File: src/rtl/frame_mem_pkg.sv
// Shared types and helpers for the frame-buffer word memory.
// Holds the clear FSM encoding, read-during-write modes and byte merge.
package frame_mem_pkg;

    typedef enum logic {
        ST_IDLE  = 1'b0,
        ST_CLEAR = 1'b1
    } clr_state_e;

    localparam int RDW_OLD = 0;
    localparam int RDW_NEW = 1;

    // Widest word the merge helper supports; callers size-cast in and out.
    localparam int MERGE_W  = 512;
    localparam int MERGE_BE = MERGE_W / 8;

    function automatic logic [MERGE_W-1:0] byte_merge(
        input logic [MERGE_W-1:0]  old_w,
        input logic [MERGE_W-1:0]  new_w,
        input logic [MERGE_BE-1:0] be
    );
        logic [MERGE_W-1:0] res;
        res = old_w;
        for (int i = 0; i < MERGE_BE; i++) begin
            if (be[i]) begin
                res[8*i +: 8] = new_w[8*i +: 8];
            end
        end
        return res;
    endfunction

endpackage

File: src/rtl/frame_mem_clr_seq.sv
// Clear sequencer: sweeps every address once, holding busy meanwhile.
// Starts after reset release (optional) or on a request while idle.
module frame_mem_clr_seq
    import frame_mem_pkg::*;
#(
    parameter int ADDR_WIDTH   = 3,
    parameter bit CLR_ON_RESET = 1'b1
) (
    input  logic                  clk,
    input  logic                  reset,
    input  logic                  clr_req_i,
    output logic                  busy_o,
    output logic [ADDR_WIDTH-1:0] addr_o,
    output logic                  we_o
);

    localparam logic [ADDR_WIDTH-1:0] LAST = '1;

    clr_state_e            state_q;
    logic [ADDR_WIDTH-1:0] cnt_q;

    always_ff @(posedge clk or negedge reset) begin
        if (!reset) begin
            state_q <= CLR_ON_RESET ? ST_CLEAR : ST_IDLE;
            cnt_q   <= '0;
        end else begin
            unique case (state_q)
                ST_IDLE: begin
                    if (clr_req_i) begin
                        state_q <= ST_CLEAR;
                        cnt_q   <= '0;
                    end
                end
                ST_CLEAR: begin
                    if (cnt_q == LAST) begin
                        state_q <= ST_IDLE;
                    end
                    cnt_q <= cnt_q + 1'b1;
                end
                default: state_q <= ST_IDLE;
            endcase
        end
    end

    assign busy_o = (state_q == ST_CLEAR);
    assign we_o   = busy_o;
    assign addr_o = cnt_q;

endmodule

File: src/rtl/frame_mem_dp.sv
// Simple-dual-port frame-buffer memory with byte enables, 1/2-cycle
// registered reads, selectable read-during-write result and clear sweep.
module frame_mem_dp
    import frame_mem_pkg::*;
#(
    parameter int                    DATA_WIDTH   = 16,
    parameter int                    ADDR_WIDTH   = 3,
    parameter int                    RD_LATENCY   = 1,
    parameter int                    RDW_MODE     = 0,
    parameter bit                    CLR_ON_RESET = 1'b1,
    parameter logic [DATA_WIDTH-1:0] CLR_VALUE    = '0
) (
    input  logic                    clk,
    input  logic                    reset,
    input  logic                    clr_req,
    output logic                    busy,
    input  logic                    wr_en,
    input  logic [ADDR_WIDTH-1:0]   wr_addr,
    input  logic [DATA_WIDTH-1:0]   wr_data,
    input  logic [DATA_WIDTH/8-1:0] wr_be,
    input  logic                    rd_en,
    input  logic [ADDR_WIDTH-1:0]   rd_addr,
    output logic [DATA_WIDTH-1:0]   rd_data,
    output logic                    rd_valid
);

    localparam int DEPTH = 1 << ADDR_WIDTH;

    logic [DATA_WIDTH-1:0] mem_q [DEPTH];
    logic [ADDR_WIDTH-1:0] clr_addr;
    logic                  clr_we;
    logic                  wr_acc;
    logic                  rd_acc;
    logic                  rdw_hit;
    logic [DATA_WIDTH-1:0] wr_word;
    logic [DATA_WIDTH-1:0] rd_word;
    logic [DATA_WIDTH-1:0] rd_data_q;
    logic                  rd_valid_q;

    frame_mem_clr_seq #(
        .ADDR_WIDTH   (ADDR_WIDTH),
        .CLR_ON_RESET (CLR_ON_RESET)
    ) u_clr_seq (
        .clk       (clk),
        .reset     (reset),
        .clr_req_i (clr_req),
        .busy_o    (busy),
        .addr_o    (clr_addr),
        .we_o      (clr_we)
    );

    assign wr_acc  = wr_en & ~busy;
    assign rd_acc  = rd_en & ~busy;
    assign rdw_hit = wr_acc && (wr_addr == rd_addr);

    assign wr_word = DATA_WIDTH'(byte_merge(
        MERGE_W'(mem_q[wr_addr]),
        MERGE_W'(wr_data),
        MERGE_BE'(wr_be)));

    // Bypass sees exactly the word the write port is about to store.
    assign rd_word = (RDW_MODE == RDW_NEW && rdw_hit)
                   ? wr_word : mem_q[rd_addr];

    always_ff @(posedge clk) begin
        if (clr_we) begin
            mem_q[clr_addr] <= CLR_VALUE;
        end else if (wr_acc) begin
            mem_q[wr_addr] <= wr_word;
        end
    end

    if (RD_LATENCY == 2) begin : g_lat2
        logic [DATA_WIDTH-1:0] s1_data_q;
        logic                  s1_vld_q;

        always_ff @(posedge clk or negedge reset) begin
            if (!reset) begin
                s1_data_q  <= '0;
                s1_vld_q   <= 1'b0;
                rd_data_q  <= '0;
                rd_valid_q <= 1'b0;
            end else begin
                s1_vld_q   <= rd_acc;
                rd_valid_q <= s1_vld_q;
                if (rd_acc) begin
                    s1_data_q <= rd_word;
                end
                if (s1_vld_q) begin
                    rd_data_q <= s1_data_q;
                end
            end
        end
    end else begin : g_lat1
        always_ff @(posedge clk or negedge reset) begin
            if (!reset) begin
                rd_data_q  <= '0;
                rd_valid_q <= 1'b0;
            end else begin
                rd_valid_q <= rd_acc;
                if (rd_acc) begin
                    rd_data_q <= rd_word;
                end
            end
        end
    end

    assign rd_data  = rd_data_q;
    assign rd_valid = rd_valid_q;

endmodule

File: config.mk
export PLATFORM = sky130hd
export DESIGN_NAME = frame_mem_dp
export DESIGN_NICKNAME = d
export VERILOG_FILES = /design/src/rtl/frame_mem_pkg.sv /design/src/rtl/frame_mem_clr_seq.sv /design/src/rtl/frame_mem_dp.sv
export SDC_FILE = /design/constraint.sdc
export NUM_CORES = 1
export LEC_CHECK = 0
export CAP_MARGIN = 20
export CORE_AREA = 2 2 151 153
export DETAILED_ROUTE_END_ITERATION = 8
export DIE_AREA = 0 0 153 155
export HOLD_SLACK_MARGIN = 0.12
export PLACE_DENSITY_LB_ADDON = 0.2
export SLEW_MARGIN = 0
export SYNTH_ARGS = -nofsm -noshare
export SYNTH_HDL_FRONTEND = slang
export SYNTH_SLANG_ARGS = --single-unit
File: constraint.sdc
create_clock -name clk -period 3.9 [get_ports clk]
set_input_delay 0.975 -clock clk [delete_from_list [all_inputs] [get_ports clk]]
set_output_delay 0.975 -clock clk [all_outputs]
set_load 0.03 [all_outputs]
* Word-level counts from Yosys, hierarchy flattened *
Memory sizes are Yosys's and may differ from the RTL's. A register that Yosys moved wholly into a read port is not among the register bits.
Index checks and enable logic that the tools add are counted.

word-level totals
  output and inout port bits = 18
  RAM bits = 128
  bits of input ports = 29
  bits in registers = 5
  memories = 1

cells by class
  add/sub/neg operators = 1
  equality and inequality tests = 4
  bitwise operators = 3
  muxes and demuxes = 15
  reductions and logical operators = 4

memories
  name   depth  width  rd ports  clocked after memory_dff  write ports  line                RTL
  mem_q  8      16     1         1                         1            frame_mem_dp.sv:29  logic [DATA_WIDTH-1:0] mem_q [DEPTH];

operators by type and width
  operator                                       count
  two-way mux 16 bit                             1
  two-way mux 8 bit                              2
  OR reduction 16 bit                            1
  two-way mux 1 bit                              7
  two-way mux 3 bit                              2
  case mux 3 bit (2 select lines)                1
  AND reduction 2 bit                            2
  adder 3 x 1 -> 3 bit (second input constant)   1
  equality test 3 bit (second input constant)    1
  bitwise AND 1 bit                              2
  two-way mux 2 bit                              1
  inequality test 1 bit (second input constant)  2
  inequality test 2 bit (second input constant)  1
  case mux 1 bit (2 select lines)                1
  logical NOT 1 bit                              1
  NOT 1 bit                                      1

* Logic depth before layout (Yosys ltp) *
Gate-level depths: netlist of the first run.

  word-level depth = 8
  depth in mapped cells = 6

* Hierarchy *
From an unflattened synthesis of the first run, not the netlist that was laid out.

second synthesis, totals
  cells, all modules = 392
  area, all modules = 6157.2 um2

by module, submodules not included
  module             cells each  area an instance (um2)  times used
  frame_mem_dp       378         5969.5                  1
  frame_mem_clr_seq  14          187.7                   1

* Least setup slack after synthesis of the first run *
Ideal clock, no wire load.

  kind = input-to-reg
  start point = input port wr_be[0]
  end point = memory mem_q[0][0], enable pin
  arrival time = 2.429 ns
  path slack = 1.087 ns
  stages on the path = 5
  cell sequence = nor2_1 nor3b_4 buf_6 mux2_4 nor3_1

on the way
  word-level cells in the longest chain between the ends = 4
  elaborated cells between the ends (all ways) = 5

RTL lines
  element                                                                  line                RTL
  start: declaration                                                       frame_mem_dp.sv:20  input logic [DATA_WIDTH/8-1:0] wr_be,
  inequality test 1 bit (no source line) (*)                               n/a
  AND reduction 2 bit (no source line) (*)                                 n/a
  OR reduction 16 bit (no source line)                                     n/a
  two-way mux 3 bit (no source line) or two-way mux 2 bit (tied branches)  n/a
  end: declaration                                                         frame_mem_dp.sv:29

Every way passes the cells marked *; elsewhere a longest branch is shown, timed or not.

* Final worst setup path of the first run *
  start point = input port wr_be[0]
  end point = memory mem_q[7][8], enable pin

on the way
  word-level cells in the longest chain between the ends = 4
  elaborated cells between the ends (all ways) = 5

RTL lines
  element
  inequality test 1 bit (no source line) (*)
  AND reduction 2 bit (no source line) (*)
  OR reduction 16 bit (no source line) (*)
  two-way mux 3 bit (no source line) or two-way mux 2 bit (tied branches)

Marks and branches as above.

==> flow_summary.json, run 1 <==
{
  "io_buffer_count": 46,
  "antenna_found_initial": 0,
  "period_share_pct": 78.83,
  "grt_pass1_vias": 3481,
  "numClockSinks": 149,
  "rr_endpoint": "mem_q[7][8]$_DFFE_PP_",
  "drv_slew": 0,
  "endpoint_kind": "flop",
  "grt_pass1_wl_mm": 21.10,
  "grt_setup_unrepaired": "no",
  "diodes": 0,
  "regToRegStartpoint": "u_clr_seq.busy_o$_DFF_PN1_",
  "root_buffer": "clkbuf_16",
  "nets": 478,
  "ir_drop_mv": 0.2990,
  "arrival_ns": 3.11,
  "dpl.hpwl_mm": 9.840,
  "leakage_uw": 0.002802,
  "synth-seq-area-share_pct": 72.20,
  "ys_types": 31,
  "overflow": 0,
  "num_io_pins": 47,
  "grt_max_degree": 42,
  "tns_ns": 0,
  "die_w_um": 153,
  "ys.warnings.count": 0,
  "critPathMaxFanout": 13,
  "vias_per_cell": 4.506,
  "critPathRequiredTime_ns": 3.94,
  "die-area_mm2": 0.02372,
  "postCtsHoldBufs": 0,
  "finalHoldViolCount": 0,
  "dp_slack_ns": 0.1534,
  "setup_viol": 0,
  "antenna_violating_nets_post_route": 0,
  "die_h_um": 155,
  "ys_seq_elements": 149,
  "holdPathEnd": "rd_data[9]$_DFFE_PN0P_",
  "synthesis.nets": 413,
  "crit_path_start_kind": "input pin",
  "syn2layout_area_growth_pct": 24.27,
  "whs_path_depth": 2,
  "core_mm2": 0.02223,
  "syn_avg_cell_area_um2": 15.85,
  "fmax_ghz": 0.3253,
  "cts_buffers": 17,
  "cts_tree": "yes",
  "power_density_mw_per_mm2": 744.7,
  "min_from": "rd_data[9]$_DFFE_PN0P_",
  "clk_latency_ns": 0.42,
  "routed_wl_mm": 14.21,
  "final_core_util_pct": 33.84,
  "clk_pin_slew_ns": 0.06,
  "wl_per_cell_um": 19.07,
  "rrSetupSlack_ns": 1.35,
  "vias": 3357,
  "fp-row-count": 55,
  "cts_setup_buffers": 0,
  "gp_congestion": 0.7463,
  "fin_skew_ns": 0.006996,
  "htreeDepth": 4,
  "clock_path_buffers": 2,
  "status": "complete, no violations",
  "start_util_pct": 27.23,
  "tightest_slew_ns": 1.040,
  "grt_usage_pct": 12.23,
  "cts_resized": 0,
  "worst_slack_ns": 0.8256,
  "critPathKind": "in2reg",
  "cap_viol_max_count": 0,
  "drtPass1Iterations": 4,
  "synth_area_mm2": 0.006053,
  "drt_iter0_drc": 265,
  "max_slew_margin_pct": 30.16,
  "drc": 0,
  "layout-drive-gt1-share_pct": 13.26,
  "worst_r2r_path_depth": 5,
  "fin_crit_ns": 3.074,
  "hp-class": "reg2reg",
  "synthCells": 382
}
## registers in the layout, summed over array words and instances, names as in the netlist
signal	cells
u_clr_seq.addr_o	3
rd_data	16
mem_q	128
u_clr_seq.busy_o	1
rd_valid	1
## routing by layer
| layer | global-route usage (%) | up-vias | share of wire (%) |
|---|---|---|---|
| li1 | - | 1591 | - |
| met1 | 16.61 | 1671 | 48 |
| met2 | 19.18 | 80 | 46 |
| met3 | 2.591 | 15 | 4.0 |
| met4 | 5.026 | 0 | 1.6 |
| met5 | 0 | - | 0 |
## power by group
| part | internal (uW) | switching, uW | total (uW) |
|---|---|---|---|
| clock network | 1100 | 596 | 1690 |
| logic | 511 | 890 | 1400 |
| registers | 2330 | 178 | 2510 |
## metrics by stage
stage	area [um^2]	hold slack (ns)	instances	power, uW
6_report	7522	0.4707	745	5601
5_1_grt	7522	0.5077	745	5875
4_1_cts	7490	0.4788	739	5644
3_5_place_dp	6872	0.4636	707	3944
3_3_place_gp	6867	0.4613	706	3922
2_1_floorplan	6053	0.4980	382	3354
## cells by family (layout without fill, tap and decap cells)
kind of cell    after synthesis  after routing  synth area share (%)
fa+ha+maj                     2              2                0.4133
mux                          70             70                 11.74
buf+inv                      24            102                 2.150
compound gates               40             40                 4.878
simple gates                 97             97                 8.619
flops                       149            149                 72.20
## placed cells by master (no fill, tap or decap), drive strengths merged, types with 3 or more instances in the layout
cell	n
edfxtp	128
mux2i	68
clkdlybuf4s50	45
nand2	35
a22oi	33
clkbuf	25
dfrtp	20
buf	19
and2	17
nand3	16
nor3	13
nor3b	5
nor2	4
nand2b	4
bufinv	4
clkinv	4
inv	3
## Yosys cell counts (all sizes together)
library cell / number / area, um^2
a21oi: 2 / 10.01
nor2b: 2 / 12.51
edfxtp: 128 / 3844
mux2i: 68 / 680.7
dfstp: 1 / 26.28
o2bb2a: 1 / 10.01
nand2b: 4 / 25.02
nor3: 13 / 85.08
mux2: 2 / 30.03
o31ai: 1 / 7.510
inv: 3 / 11.26
clkbuf: 6 / 22.52
nand2: 35 / 131.4
nand3b: 1 / 7.510
a21boi: 1 / 7.510
a22oi: 33 / 247.7
o21ai: 1 / 5.000
nand3: 16 / 80.08
and2: 17 / 106.4
nor2: 4 / 15.01
ha: 2 / 25.02
nor3b: 5 / 58.80
o21a: 1 / 7.510
buf: 15 / 96.34
dfrtp: 20 / 500.5
## how the worst max path moves through the flow
| stage | startpoint | end | slack [ns] |
|---|---|---|---|
| 6_report | wr_be[0] | mem_q[7][8]$_DFFE_PP_ | 0.83 |
| 2_1_floorplan | wr_be[0] | mem_q[0][0]$_DFFE_PP_ | 1.09 |
| 4_1_cts | wr_be[0] | mem_q[1][6]$_DFFE_PP_ | 0.60 |
| 3_5_place_dp | wr_be[0] | mem_q[1][6]$_DFFE_PP_ | 0.15 |
| 3_3_place_gp | wr_be[0] | mem_q[1][15]$_DFFE_PP_ | 0.22 |
| 5_1_grt | wr_be[0] | mem_q[7][13]$_DFFE_PP_ | 0.65 |
## worst max-delay path, cell delays in order
cell and delay (ns):
clkdlybuf4s50_1 0.48, nor2_1 0.07, nor3b_4 0.22, buf_4 0.25, mux2i_1 0.10, buf_4 0.17, nor3_1 0.85
## cell type report
class | instances | area, um^2
multi-input combinational | 209 | 1553
inverter | 3 | 11.26
sequential | 149 | 4370
fill | 2113 | 14710
tap | 285 | 356.6
timing repair buffer | 67 | 613.1
clock inverter | 10 | 153.9
clock buffer | 22 | 464.2
Power figures use the tool's default switching activity.
==> run 2, diff against run 1 <==
==> constraint.sdc (replaced) <==
create_clock -name clk -period 2.8 [get_ports clk]
set_input_delay 0.7 -clock clk [delete_from_list [all_inputs] [get_ports clk]]
set_output_delay 0.7 -clock clk [all_outputs]
set_load 0.03 [all_outputs]
==> run 2 against run 1 <==
  * Power up 41%
  * Utilization rose by 0.48 points
  * Setup slack worse by 0.60 ns
  * Via count is 0.12% higher
  * Clock skew down 0.0034 ns
  * Clock-buffer cell count down 4
  * Combinational power increased by 47%
  * Worst hold slack improved by 0.0029 ns
  * Final cell count grew 1.2%
  * First-iteration DRC count is the same
  * Routed wire length fell by 0.68%
==> flow_summary.json, run 2 (same netlist as run 1, synthesis figures left out) <==
{
  "power_frac_clock_pct": 30.1,
  "critPathMaxFanout": 17,
  "finalHoldViolCount": 0,
  "grt_usage_pct": 12.34,
  "status": "complete, no violations",
  "fillers": 2111,
  "fp-row-count": 55,
  "setup_viol": 0,
  "die-area_mm2": 0.02372,
  "postCtsHoldBufs": 0,
  "dp_slack_ns": -0.1957,
  "worst_r2r_path_depth": 4,
  "grt_pass1_vias": 3506,
  "dpl.hpwl_mm": 9.666,
  "critPathKind": "reg2out",
  "gp_congestion": 0.7432,
  "slowest_delay_ns": 0.74,
  "antenna_found_initial": 0,
  "cts_setup_buffers": 0,
  "die_h_um": 155,
  "crit_path_start_kind": "flop",
  "numClockSinks": 149,
  "fin_crit_ns": 2.579,
  "io_buffer_count": 46,
  "cts_tree": "yes",
  "power_density_mw_per_mm2": 1037,
  "fin_skew_ns": 0.003645,
  "whs_path_depth": 2,
  "switching_share_pct": 29.45,
  "start_util_pct": 27.23,
  "tightest_slew_ns": 0.9001,
  "power_uw": 7910,
  "layout_common_cells": "128 x edfxtp_1, 68 x mux2i_1, 45 x clkdlybuf4s50_1",
  "leakage_uw": 0.002861,
  "clock_path_buffers": 2,
  "switchingPower_uw": 2330,
  "hp-class": "reg2reg",
  "internal-power_uw": 5580,
  "drtPass1Iterations": 4,
  "multi_input_area_mm2": 0.001553,
  "layout_commonest_cell": "edfxtp_1",
  "drv_slew": 0,
  "ir_drop_mv": 0.4859,
  "routed_wl_mm": 14.11,
  "cts_buffers": 17,
  "layout-drive-gt1-share_pct": 14.07,
  "max_slew_margin_pct": 38.27,
  "worst_slack_ns": 0.2210,
  "clk_latency_ns": 0.42,
  "wl_per_cell_um": 18.71,
  "cts_resized": 0,
  "htreeDepth": 4,
  "period_share_pct": 92.11,
  "clk_pin_slew_ns": 0.06,
  "crit_chain": "clkdlybuf4s50_1",
  "drt_iter0_drc": 265,
  "rr_endpoint": "mem_q[7][4]$_DFFE_PP_",
  "regToRegStartpoint": "u_clr_seq.busy_o$_DFF_PN1_",
  "min_from": "rd_data[4]$_DFFE_PN0P_",
  "vias": 3361,
  "largest_reg_flops": 128,
  "num_io_pins": 47,
  "arrival_ns": 1.88,
  "nets": 487,
  "critical_path.top_delay_family": "buffers and inverters",
  "tns_ns": 0,
  "cpMaxStageDelayCell": "clkdlybuf4s50_1",
  "endpoint_kind": "output port",
  "critPathBufInv": 1,
  "die_w_um": 153,
  "grt_pass1_wl_mm": 21.38,
  "core_mm2": 0.02223,
  "grt_max_degree": 30,
  "drc": 0,
  "overflow": 0,
  "power_frac_seq_pct": 43.9,
  "antenna_violating_nets_post_route": 0,
  "root_buffer": "clkbuf_16",
  "diodes": 0,
  "holdPathEnd": "rd_data[4]$_DFFE_PN0P_",
  "seqCellArea_mm2": 0.004370,
  "critPathRequiredTime_ns": 2.10,
  "grt_setup_unrepaired": "no",
  "syn2layout_area_growth_pct": 26.04,
  "rrSetupSlack_ns": 0.58,
  "comb_power_share_pct": 26.0,
  "top_register": "mem_q",
  "fmax_ghz": 0.3878,
  "cap_viol_max_count": 0,
  "vias_per_cell": 4.458
}
## run 2: worst max-delay path by stage
stage          cells past startpoint  slack, ns                endpoint                       start
2_1_floorplan                      5       0.26   mem_q[0][0]$_DFFE_PP_                    wr_be[0]
3_3_place_gp                       6      -0.20  mem_q[3][10]$_DFFE_PP_                    wr_be[0]
3_5_place_dp                       6      -0.20  mem_q[3][11]$_DFFE_PP_                    wr_be[0]
4_1_cts                            1       0.19                    busy  u_clr_seq.busy_o$_DFF_PN1_
5_1_grt                            6       0.14   mem_q[1][8]$_DFFE_PP_                    wr_be[0]
6_report                           1       0.22                    busy  u_clr_seq.busy_o$_DFF_PN1_
## run 2: power groups by stage
stage	Sequential [uW]	Clock (uW)	Combinational, uW
4_1_cts	3490	2430	2090
3_3_place_gp	3520	0	2060
6_report	3480	2380	2060
3_5_place_dp	3530	0	2090
5_1_grt	3540	2530	2250
2_1_floorplan	3690	0	980
## run 2: final cells by class
class | instances | area share, %
sequential | 149 | 57.28
multi-input combinational | 209 | 20.35
timing repair buffer | 76 | 9.446
clock buffer | 18 | 5.625
tap | 285 | 4.674
clock inverter | 14 | 2.476
inverter | 3 | 0.1476
## run 2: stage by stage
stage          cell area [um^2]  hold slack (ns)  cells  utilization, %
3_5_place_dp               7012           0.4650    722           31.55
5_1_grt                    7630           0.5097    754           34.33
4_1_cts                    7630           0.4789    754           34.33
2_1_floorplan              6053           0.4044    382               -
6_report                   7630           0.4736    754           34.33
3_3_place_gp               7012           0.4618    722           31.55
## run 2: metal layers
layer / vias up / global-route usage [%] / wire, um
met2: 59 / 17.85 / 6232
met1: 1682 / 17.89 / 7183
li1: 1604 / - / -
met4: 0 / 4.894 / 244
met5: - / 0 / 0
met3: 16 / 2.897 / 450
